`src/rtl/mips_if_fetch_pkg.sv`:
```
`default_nettype none
// ============================================================================
// Module  : mips_if_fetch_pkg
// Brief   : Shared widths, reset PC and branch-opcode constants for IF.
// Revision: 1.0 - initial release
// ============================================================================
package mips_if_fetch_pkg;

    localparam int MIPS_ADDR_WIDTH = 32;
    localparam int MIPS_INST_WIDTH = 32;

    localparam logic [MIPS_ADDR_WIDTH-1:0] c_reset_pc = 32'h0000_0000;

    // Conditional branches all live in the 6'b000xxx opcode group.
    localparam logic [2:0] c_op_branch_grp = 3'b000;
    localparam logic [2:0] c_op_regimm     = 3'b001;
    localparam logic [2:0] c_op_beq        = 3'b100;
    localparam logic [2:0] c_op_bne        = 3'b101;
    localparam logic [2:0] c_op_blez       = 3'b110;
    localparam logic [2:0] c_op_bgtz       = 3'b111;

    function automatic logic op_is_branch(input logic [5:0] op);
        return (op[5:3] == c_op_branch_grp) &&
               ((op[2:0] == c_op_regimm) || (op[2:0] == c_op_beq) ||
                (op[2:0] == c_op_bne)    || (op[2:0] == c_op_blez) ||
                (op[2:0] == c_op_bgtz));
    endfunction

endpackage
`default_nettype wire

```
`src/rtl/mips_if_predecode.sv`:
```
`default_nettype none
// ============================================================================
// Module  : mips_if_predecode
// Brief   : Combinational BTFN predecode: backward conditional branches taken.
// Revision: 1.0 - initial release
// ============================================================================
module mips_if_predecode
    import mips_if_fetch_pkg::*;
(
    input  logic [MIPS_INST_WIDTH-1:0] inst,
    input  logic [MIPS_ADDR_WIDTH-1:0] pc,
    output logic                       is_branch,
    output logic                       prdt_taken,
    output logic [MIPS_ADDR_WIDTH-1:0] prdt_pc
);

    logic [MIPS_ADDR_WIDTH-1:0] w_offset;
    logic                       w_unused_fields;

    assign is_branch  = op_is_branch(inst[31:26]);
    // A negative displacement (imm[15] set) means a backward branch.
    assign prdt_taken = is_branch & inst[15];
    assign w_offset   = {{14{inst[15]}}, inst[15:0], 2'b00};
    assign prdt_pc    = pc + 32'd4 + w_offset;

    assign w_unused_fields = ^inst[25:16];

endmodule
`default_nettype wire

```
`src/rtl/mips_if_fetch.sv`:
```
`default_nettype none
// ============================================================================
// Module  : mips_if_fetch
// Brief   : MIPS IF stage: PC, single-outstanding fetch FSM and IF/ID register.
// Revision: 1.0 - initial release
// ============================================================================
module mips_if_fetch
    import mips_if_fetch_pkg::*;
#(
    parameter logic [MIPS_ADDR_WIDTH-1:0] RESET_PC = c_reset_pc
)(
    input  logic                       clk,
    input  logic                       rst,
    output logic                       ifu_req_valid,
    input  logic                       ifu_req_ready,
    output logic [MIPS_ADDR_WIDTH-1:0] ifu_req_addr,
    input  logic                       ifu_rsp_valid,
    output logic                       ifu_rsp_ready,
    input  logic [MIPS_INST_WIDTH-1:0] ifu_rsp_inst,
    input  logic                       id_stall,
    input  logic                       id_jump,
    input  logic [MIPS_ADDR_WIDTH-1:0] id_jump_pc,
    input  logic                       ex_flush,
    input  logic [MIPS_ADDR_WIDTH-1:0] ex_flush_pc,
    output logic                       if2id_valid,
    output logic [MIPS_INST_WIDTH-1:0] if2id_inst,
    output logic [MIPS_ADDR_WIDTH-1:0] if2id_pc,
    output logic [MIPS_ADDR_WIDTH-1:0] if2id_pc_incr,
    output logic                       if2id_prdt_taken
);

    localparam logic [0:0] c_st_req  = 1'b0;
    localparam logic [0:0] c_st_wait = 1'b1;

    logic [0:0]                 r_state;
    logic [MIPS_ADDR_WIDTH-1:0] r_pc;
    logic                       r_kill;

    logic                       w_in_req;
    logic                       w_in_wait;
    logic                       w_rsp_hs;
    logic                       w_req_hs;
    logic                       w_live;
    logic                       w_redirect;
    logic [MIPS_ADDR_WIDTH-1:0] w_redirect_pc;
    logic [MIPS_ADDR_WIDTH-1:0] w_pc_incr;
    logic [MIPS_ADDR_WIDTH-1:0] w_pc_nxt;
    logic [MIPS_ADDR_WIDTH-1:0] w_prdt_pc;
    logic                       w_is_branch;
    logic                       w_prdt_taken;

    // In WAIT, r_pc is the address of the outstanding request (or the
    // redirect target once that request has been killed).
    mips_if_predecode u_predecode (
        .inst       (ifu_rsp_inst),
        .pc         (r_pc),
        .is_branch  (w_is_branch),
        .prdt_taken (w_prdt_taken),
        .prdt_pc    (w_prdt_pc)
    );

    assign w_in_req      = (r_state == c_st_req);
    assign w_in_wait     = (r_state == c_st_wait);
    assign ifu_rsp_ready = w_in_wait & (r_kill | ~if2id_valid | ~id_stall);
    assign w_rsp_hs      = ifu_rsp_valid & ifu_rsp_ready;
    assign w_live        = w_rsp_hs & ~r_kill;
    assign w_redirect    = ex_flush | id_jump;
    assign w_redirect_pc = ex_flush ? ex_flush_pc : id_jump_pc;
    assign w_pc_incr     = r_pc + 32'd4;
    assign w_pc_nxt      = (w_is_branch & w_prdt_taken) ? w_prdt_pc : w_pc_incr;

    // A live response chains the next request in the same cycle unless a
    // redirect discards it.
    assign ifu_req_valid = w_in_req | (w_live & ~w_redirect);
    assign ifu_req_addr  = w_in_req ? r_pc : w_pc_nxt;
    assign w_req_hs      = ifu_req_valid & ifu_req_ready;

    always_ff @(posedge clk or posedge rst) begin
        if (rst) begin
            r_state <= c_st_req;
            r_pc    <= RESET_PC;
            r_kill  <= 1'b0;
        end else begin
            case (r_state)
                c_st_req: begin
                    if (w_redirect) begin
                        r_pc <= w_redirect_pc;
                        if (w_req_hs) begin
                            r_state <= c_st_wait;
                            r_kill  <= 1'b1;
                        end
                    end else if (w_req_hs) begin
                        r_state <= c_st_wait;
                    end
                end
                c_st_wait: begin
                    if (w_redirect) begin
                        r_pc <= w_redirect_pc;
                        if (w_rsp_hs) begin
                            r_state <= c_st_req;
                            r_kill  <= 1'b0;
                        end else begin
                            r_kill  <= 1'b1;
                        end
                    end else if (w_rsp_hs) begin
                        if (r_kill) begin
                            r_kill  <= 1'b0;
                            r_state <= c_st_req;
                        end else begin
                            r_pc <= w_pc_nxt;
                            if (!w_req_hs) begin
                                r_state <= c_st_req;
                            end
                        end
                    end
                end
                default: r_state <= c_st_req;
            endcase
        end
    end

    always_ff @(posedge clk or posedge rst) begin
        if (rst) begin
            if2id_valid      <= 1'b0;
            if2id_inst       <= '0;
            if2id_pc         <= '0;
            if2id_pc_incr    <= '0;
            if2id_prdt_taken <= 1'b0;
        end else if (w_redirect) begin
            if2id_valid <= 1'b0;
        end else if (w_live) begin
            if2id_valid      <= 1'b1;
            if2id_inst       <= ifu_rsp_inst;
            if2id_pc         <= r_pc;
            if2id_pc_incr    <= w_pc_incr;
            if2id_prdt_taken <= w_is_branch & w_prdt_taken;
        end else if (!id_stall) begin
            if2id_valid <= 1'b0;
        end
    end

endmodule
`default_nettype wire

```
`config.mk`:
```
export PLATFORM = sky130hd
export DESIGN_NAME = mips_if_fetch
export DESIGN_NICKNAME = d
export VERILOG_FILES = /design/src/rtl/mips_if_fetch_pkg.sv /design/src/rtl/mips_if_predecode.sv /design/src/rtl/mips_if_fetch.sv
export SDC_FILE = /design/constraint.sdc
export NUM_CORES = 1
export LEC_CHECK = 0
export ABC_AREA = 1
export CORE_MARGIN = 3
export CORE_UTILIZATION = 30
export CTS_CLUSTER_SIZE = 30
export DETAILED_ROUTE_END_ITERATION = 12
export MAX_ROUTING_LAYER = met4
export PLACE_DENSITY_LB_ADDON = 0.15
export SLEW_MARGIN = 20
export SYNTH_ARGS = -nofsm -noshare
export SYNTH_HDL_FRONTEND = slang
export SYNTH_SLANG_ARGS = --single-unit
```
`constraint.sdc`:
```
create_clock -name clk -period 4.9 [get_ports clk]
set_input_delay 0.49 -clock clk [delete_from_list [all_inputs] [get_ports clk]]
set_output_delay 0.49 -clock clk [all_outputs]
set_load 0.01 [all_outputs]
```
# Word-level counts from Yosys, hierarchy flattened
# Cells that the tools add are included.
[op_classes]
n_eq_ne = 10
mux = 22
n_reduce_logical = 9
add_sub_neg = 2
bitwise_logic = 16
[op_table]
columns = ["op", "count"]
rows = [
  ["$mux W32", 7],
  ["$pmux W32 S2", 1],
  ["$add A32 B3 Y32 const B", 1],
  ["$add A32 B32 Y32", 1],
  ["$eq A3 B3 Y1 const B", 4],
  ["$mux W1", 12],
  ["$and A1 B1 Y1", 7],
  ["$ne A3 B1 Y1 const B", 2],
  ["$reduce_and A3 Y1", 2],
  ["$not A1 Y1", 5],
  ["$logic_or A1 B1 Y1", 4],
  ["$ne A2 B1 Y1 const B", 2],
  ["$or A1 B1 Y1", 4],
  ["$pmux W1 S2", 2],
  ["$eq A3 B1 Y1 const B", 1],
  ["$logic_not A3 Y1", 1],
  ["$ne A3 B2 Y1 const B", 1],
  ["$reduce_and A2 Y1", 1],
  ["$logic_and A1 B1 Y1", 1],
]
[totals]
inputBits = 103
word_cells = 67
out_inout_bits = 132
ff_bits = 132

# Longest topological paths before layout
[logic_depth]
word_depth = 14
depth_mapped = 26
mapped_depth_nobuf = 26

# Modules after synthesis
# From an unflattened synthesis, not the netlist that was laid out.
[hier_totals]
hier_cells = 1477
hier_area_um2 = 9973.3
[by_module_without_submodules]
columns = ["mod", "area_per_inst_um2", "instances", "cells_each", "seq_area_each_um2"]
rows = [
  ["mips_if_fetch", 7327.0, 1, 994, 3253.1],
  ["mips_if_predecode", 2646.3, 1, 483, 0.0],
]

# Worst setup path after synthesis
# No wires, ideal clock.
[synth_timing]
path_type = "register -> output"
startpoint = "register r_pc[2]"
endpoint = "output port ifu_req_addr[27]"
t_required_ns = 4.410
n_path_buf = 0
t_arrival_ns = 2.839
stages_incl_launch_ff = 19
slack_ns = 1.571
cell_sequence = "dfrtp_1 > ha_1 > nand3_2 > inv_1 > nand2_1 > nor2_2 > nand2_1 > nor2_2 > nand3_1 > and2_1 > ha_1 > nand2_1 > nor2_1 > inv_1 > nor3_1 > nand3_1 > nand3_1 > nand3_1 > a31oi_1"
[synth_via]
elab_chain_cells = 4
[synth_lines]
columns = ["item", "line_no", "text"]
rows = [
  ["start: declaration", "mips_if_fetch.sv:36", "logic [MIPS_ADDR_WIDTH-1:0] r_pc;"],
  ["start signal: assignment", "mips_if_fetch.sv:87", "r_pc <= w_redirect_pc;"],
  ["start signal: assignment", "mips_if_fetch.sv:98", "r_pc <= w_redirect_pc;"],
  ["start signal: assignment", "mips_if_fetch.sv:110", "r_pc <= w_pc_nxt;"],
  ["$add A32 B3 Y32", "mips_if_fetch.sv:69", "assign w_pc_incr = r_pc + 32'd4;"],
  ["net w_pc_incr[26]", "mips_if_fetch.sv:46", "logic [MIPS_ADDR_WIDTH-1:0] w_pc_incr;"],
  ["$add A32 B32 Y32", "mips_if_predecode.sv:24", "assign prdt_pc = pc + 32'd4 + w_offset;"],
  ["$mux W32", "mips_if_fetch.sv:70", "assign w_pc_nxt = (w_is_branch & w_prdt_taken) ? w_prdt_pc : w_pc_incr;"],
  ["$mux W32", "mips_if_fetch.sv:75", "assign ifu_req_addr = w_in_req ? r_pc : w_pc_nxt;"],
  ["end: declaration", "mips_if_fetch.sv:16", "output logic [MIPS_ADDR_WIDTH-1:0] ifu_req_addr,"],
]
# The timed path passes the listed nets, and every way through them passes these cells.

# Worst setup path in the final report
[layout_timing]
startpoint = "register r_pc[3]"
endpoint = "output port ifu_req_addr[26]"
# The elaborated chain is that of the path after synthesis.

==> flow_metrics.tcl <==
set metrics [dict create \
    numCtsBuffers 17 \
    cpMostUsedCell "nand2_1" \
    synth_area_um2 9110 \
    grt_pass1_vias 9319 \
    via_per_inst 4.81 \
    fillCellCount 3159 \
    ctsHoldBuffers 0 \
    status "finished clean" \
    yosysTopAreaCell "dfrtp_1" \
    start_util_pct 30.6 \
    drv_cap 0 \
    synth-seq-cells 130 \
    drive_gt1_share_pct 6.30 \
    yosysSeqAreaShare_pct 35.7 \
    ys_types 40 \
    required_ps 4410 \
    vias 9755 \
    ant_nets 0 \
    leakage_uw 0.00637 \
    clock-sinks 130 \
    synth_area_leaders "dfrtp_1 (36%), nand2_1 (25%), inv_1 (6.4%)" \
    synthCells 1403 \
    worstPathCellList "ha_4 > nand3_2 > inv_1 > nand2_2 > nor2_4 > nand2_1 > nor2_4 > nand3_1 > nand2_2 > inv_1 > ha_2 > nand2_2 > nor2_4 > nand2_1 > inv_1 > nand3_1 > nand3_1 > nand2_1 > nand2_1 > nand2_1 > a31oi_1 > clkdlybuf4s50_1" \
    critPathMaxStageDelay_ps 580 \
    root_buffer "clkbuf_16" \
    path_buf_inv 4 \
    nets 1764 \
    drt_wl_total_um 35800 \
    clk_path_buf_depth 2 \
    power.total_uw 6600 \
    yosysTopAreaCellShare_pct 35.7 \
    use_met3_pct 4.28 \
    areaGrowthSynthToFinish_pct 38.5 \
    final_util_pct 42.3 \
    die_h_um 180 \
    grt_max_degree 68 \
    setup_ws_ps 109 \
    rows 63 \
    slew_violations 0 \
    period_share_pct 97.8 \
    antenna_cells 0 \
    grt_first_pass_wirelength_um 54500 \
    yosys_warnings 0 \
    reg2reg_from "r_pc[3]" \
    drt_iter0_drc 711 \
    use_met2_pct 34.7 \
    port_buffers 234 \
    cpMaxStageDelayCell "clkdlybuf4s50_1" \
    use_met1_pct 28.5 \
    drc 0 \
    place_ws_ps 165 \
    skew_ps 17.2 \
    gp_congestion 0.949 \
    crit_type "reg2out" \
    grt_use_total_pct 21.9 \
    coreArea_um2 29800 \
    insertion_delay_ps 430 \
    hold_violations 0 \
    die_area_um2 32500 \
    routedWlPerCell_um 17.7 \
    antenna_found_initial 0 \
    endpoint_kind "output pin" \
    gr-max-usage-layer "met2" \
    tns_ps 0 \
    hold_start "if2id_inst[17]" \
    worst_pin_slew_ps 1030 \
    cts_htree_levels 4 \
    crit_start "r_pc[3]" \
    max_freq_ghz 0.209 \
    drtPass1Iterations 7 \
    cts_tree "built" \
    cp_max_fo 5 \
    io_pins 235 \
    syn_nets 1543 \
    rrSetupSlack_ps 1370 \
    avgSynthCellArea_um2 6.50 \
    arrival_ps 4300 \
    period_minus_slack_ps 4790 \
    relSlewSlack_pct 31.3 \
    hpwl_um 27800 \
    crit_family "simple AND/OR/NAND/NOR gates" \
    overflow 0 \
    powerDensity_nw_per_um2 523 \
    die_w_um 180 \
    holdCritPathClass "reg2reg" \
    ir_worst_vdd_uv 232 \
    start_kind "flip-flop" \
    setup_viol 0 \
    grt_setup_unrepaired "true" \
    clk_pin_slew_ps 60 \
]
timing repair:
item                       4_1_cts  5_1_grt
pin swaps                        0        1
resized for setup                9       35
buffers inserted                 0        1
setup endpoints to repair       13       19
hold endpoints to repair         0        0
worst min-delay path: stages, from the launching register on:
cell and delay (ps):
dfrtp_1 340, nand2_1 50, nand2_1 50
synth_stat cells (all sizes together):
library cell / count
o22ai: 20
xnor2: 7
xor2: 23
a211o: 1
clkbuf: 17
and2: 1
a21o: 2
nand3: 100
or2: 1
fa: 1
ha: 36
nor3: 19
o211ai: 1
o21ai: 92
a22oi: 1
inv: 160
buf: 37
nor4: 2
a31oi: 15
nand4: 6
o2bb2ai: 1
nand2: 608
dfrtp: 130
nand3b: 3
o21bai: 3
nor2: 95
a21oi: 21
kinds of logic after synthesis:
| logic type | synth area share (%) |
|---|---|
| AOI/OAI and AO/OA | 9.45 |
| buffers and inverters | 9.58 |
| adders and majority gates | 5.16 |
| DFF | 35.7 |
| and+or+nand+nor | 37.1 |
| xor gates and xnor gates | 2.97 |
final cells by class:
cell class / instances / area [um2] / share of cell area, %
Multi-Input combinational cell: 1059 / 5140 / 40.7
Sequential cell: 130 / 3260 / 25.8
Timing Repair Buffer: 256 / 2520 / 20.0
Inverter: 160 / 608 / 4.82
Tap cell: 390 / 488 / 3.87
Clock buffer: 17 / 425 / 3.37
Clock inverter: 14 / 179 / 1.42
worst paths after layout:
check | to | depth (start not counted)
max in group asynchronous | r_pc[18] | 3
min in group asynchronous | if2id_pc[0] | 2
max reg2reg | r_pc[27] | 22
max | ifu_req_addr[26] | 22
min reg2reg | if2id_inst[17] | 2
min | if2id_inst[17] | 2
cell usage in the layout (no fill, tap or decap), types with 3 or more instances in the layout:
cell type        instances
inv_2                    3
inv_1                  155
dfrtp_1                128
nand3_1                 96
nor3_2                   6
nand3_2                  4
o21ai_1                 53
xnor2_1                  7
o21ai_0                 39
xor2_1                  18
nand2_1                601
xor2_2                   5
o21bai_1                 3
ha_1                    32
nand2_2                  6
nand3b_1                 3
clkinv_4                 3
clkdlybuf4s50_1        227
o22ai_1                 20
nor2_4                   7
nor2_1                  84
dlymetal6s2s_1           7
nor3_1                  13
nand4_1                  6
inv_6                    4
bufinv_16                3
clkbuf_16               17
nor2_2                   4
buf_4                   22
a21oi_1                 19
a31oi_1                 13
flip-flops by register name, indices dropped and copies added, names as in the netlist:
name              count
if2id_inst           32
if2id_pc             32
if2id_pc_incr        30
if2id_prdt_taken      1
if2id_valid           1
r_kill                1
r_pc                 32
r_state               1
stage by stage:
step / std cells / hold slack [ps] / area [um2]
3_5_place_dp: 1994 / 457 / 11800
2_1_floorplan: 1403 / 469 / 9110
3_3_place_gp: 1994 / 452 / 11800
5_1_grt: 2026 / 483 / 12600
6_report: 2026 / 470 / 12600
4_1_cts: 2025 / 475 / 12500
per-layer routing:
layer  vias up  routed length (um)
met2       315               16700
met3        56                1940
li1       4857                   -
met1      4527               16200
met5         -                   0
met4         0                1020
where the power goes:
part | internal [uW] | switching [uW] | total [uW] | leakage [uW]
Combinational | 1560 | 1860 | 3420 | 0.00446
Sequential | 1500 | 305 | 1800 | 0.00162
Clock | 807 | 573 | 1380 | 0.000292
Total | 3870 | 2740 | 6600 | 0.00637
Note: power is estimated with default switching activity, not from simulation.
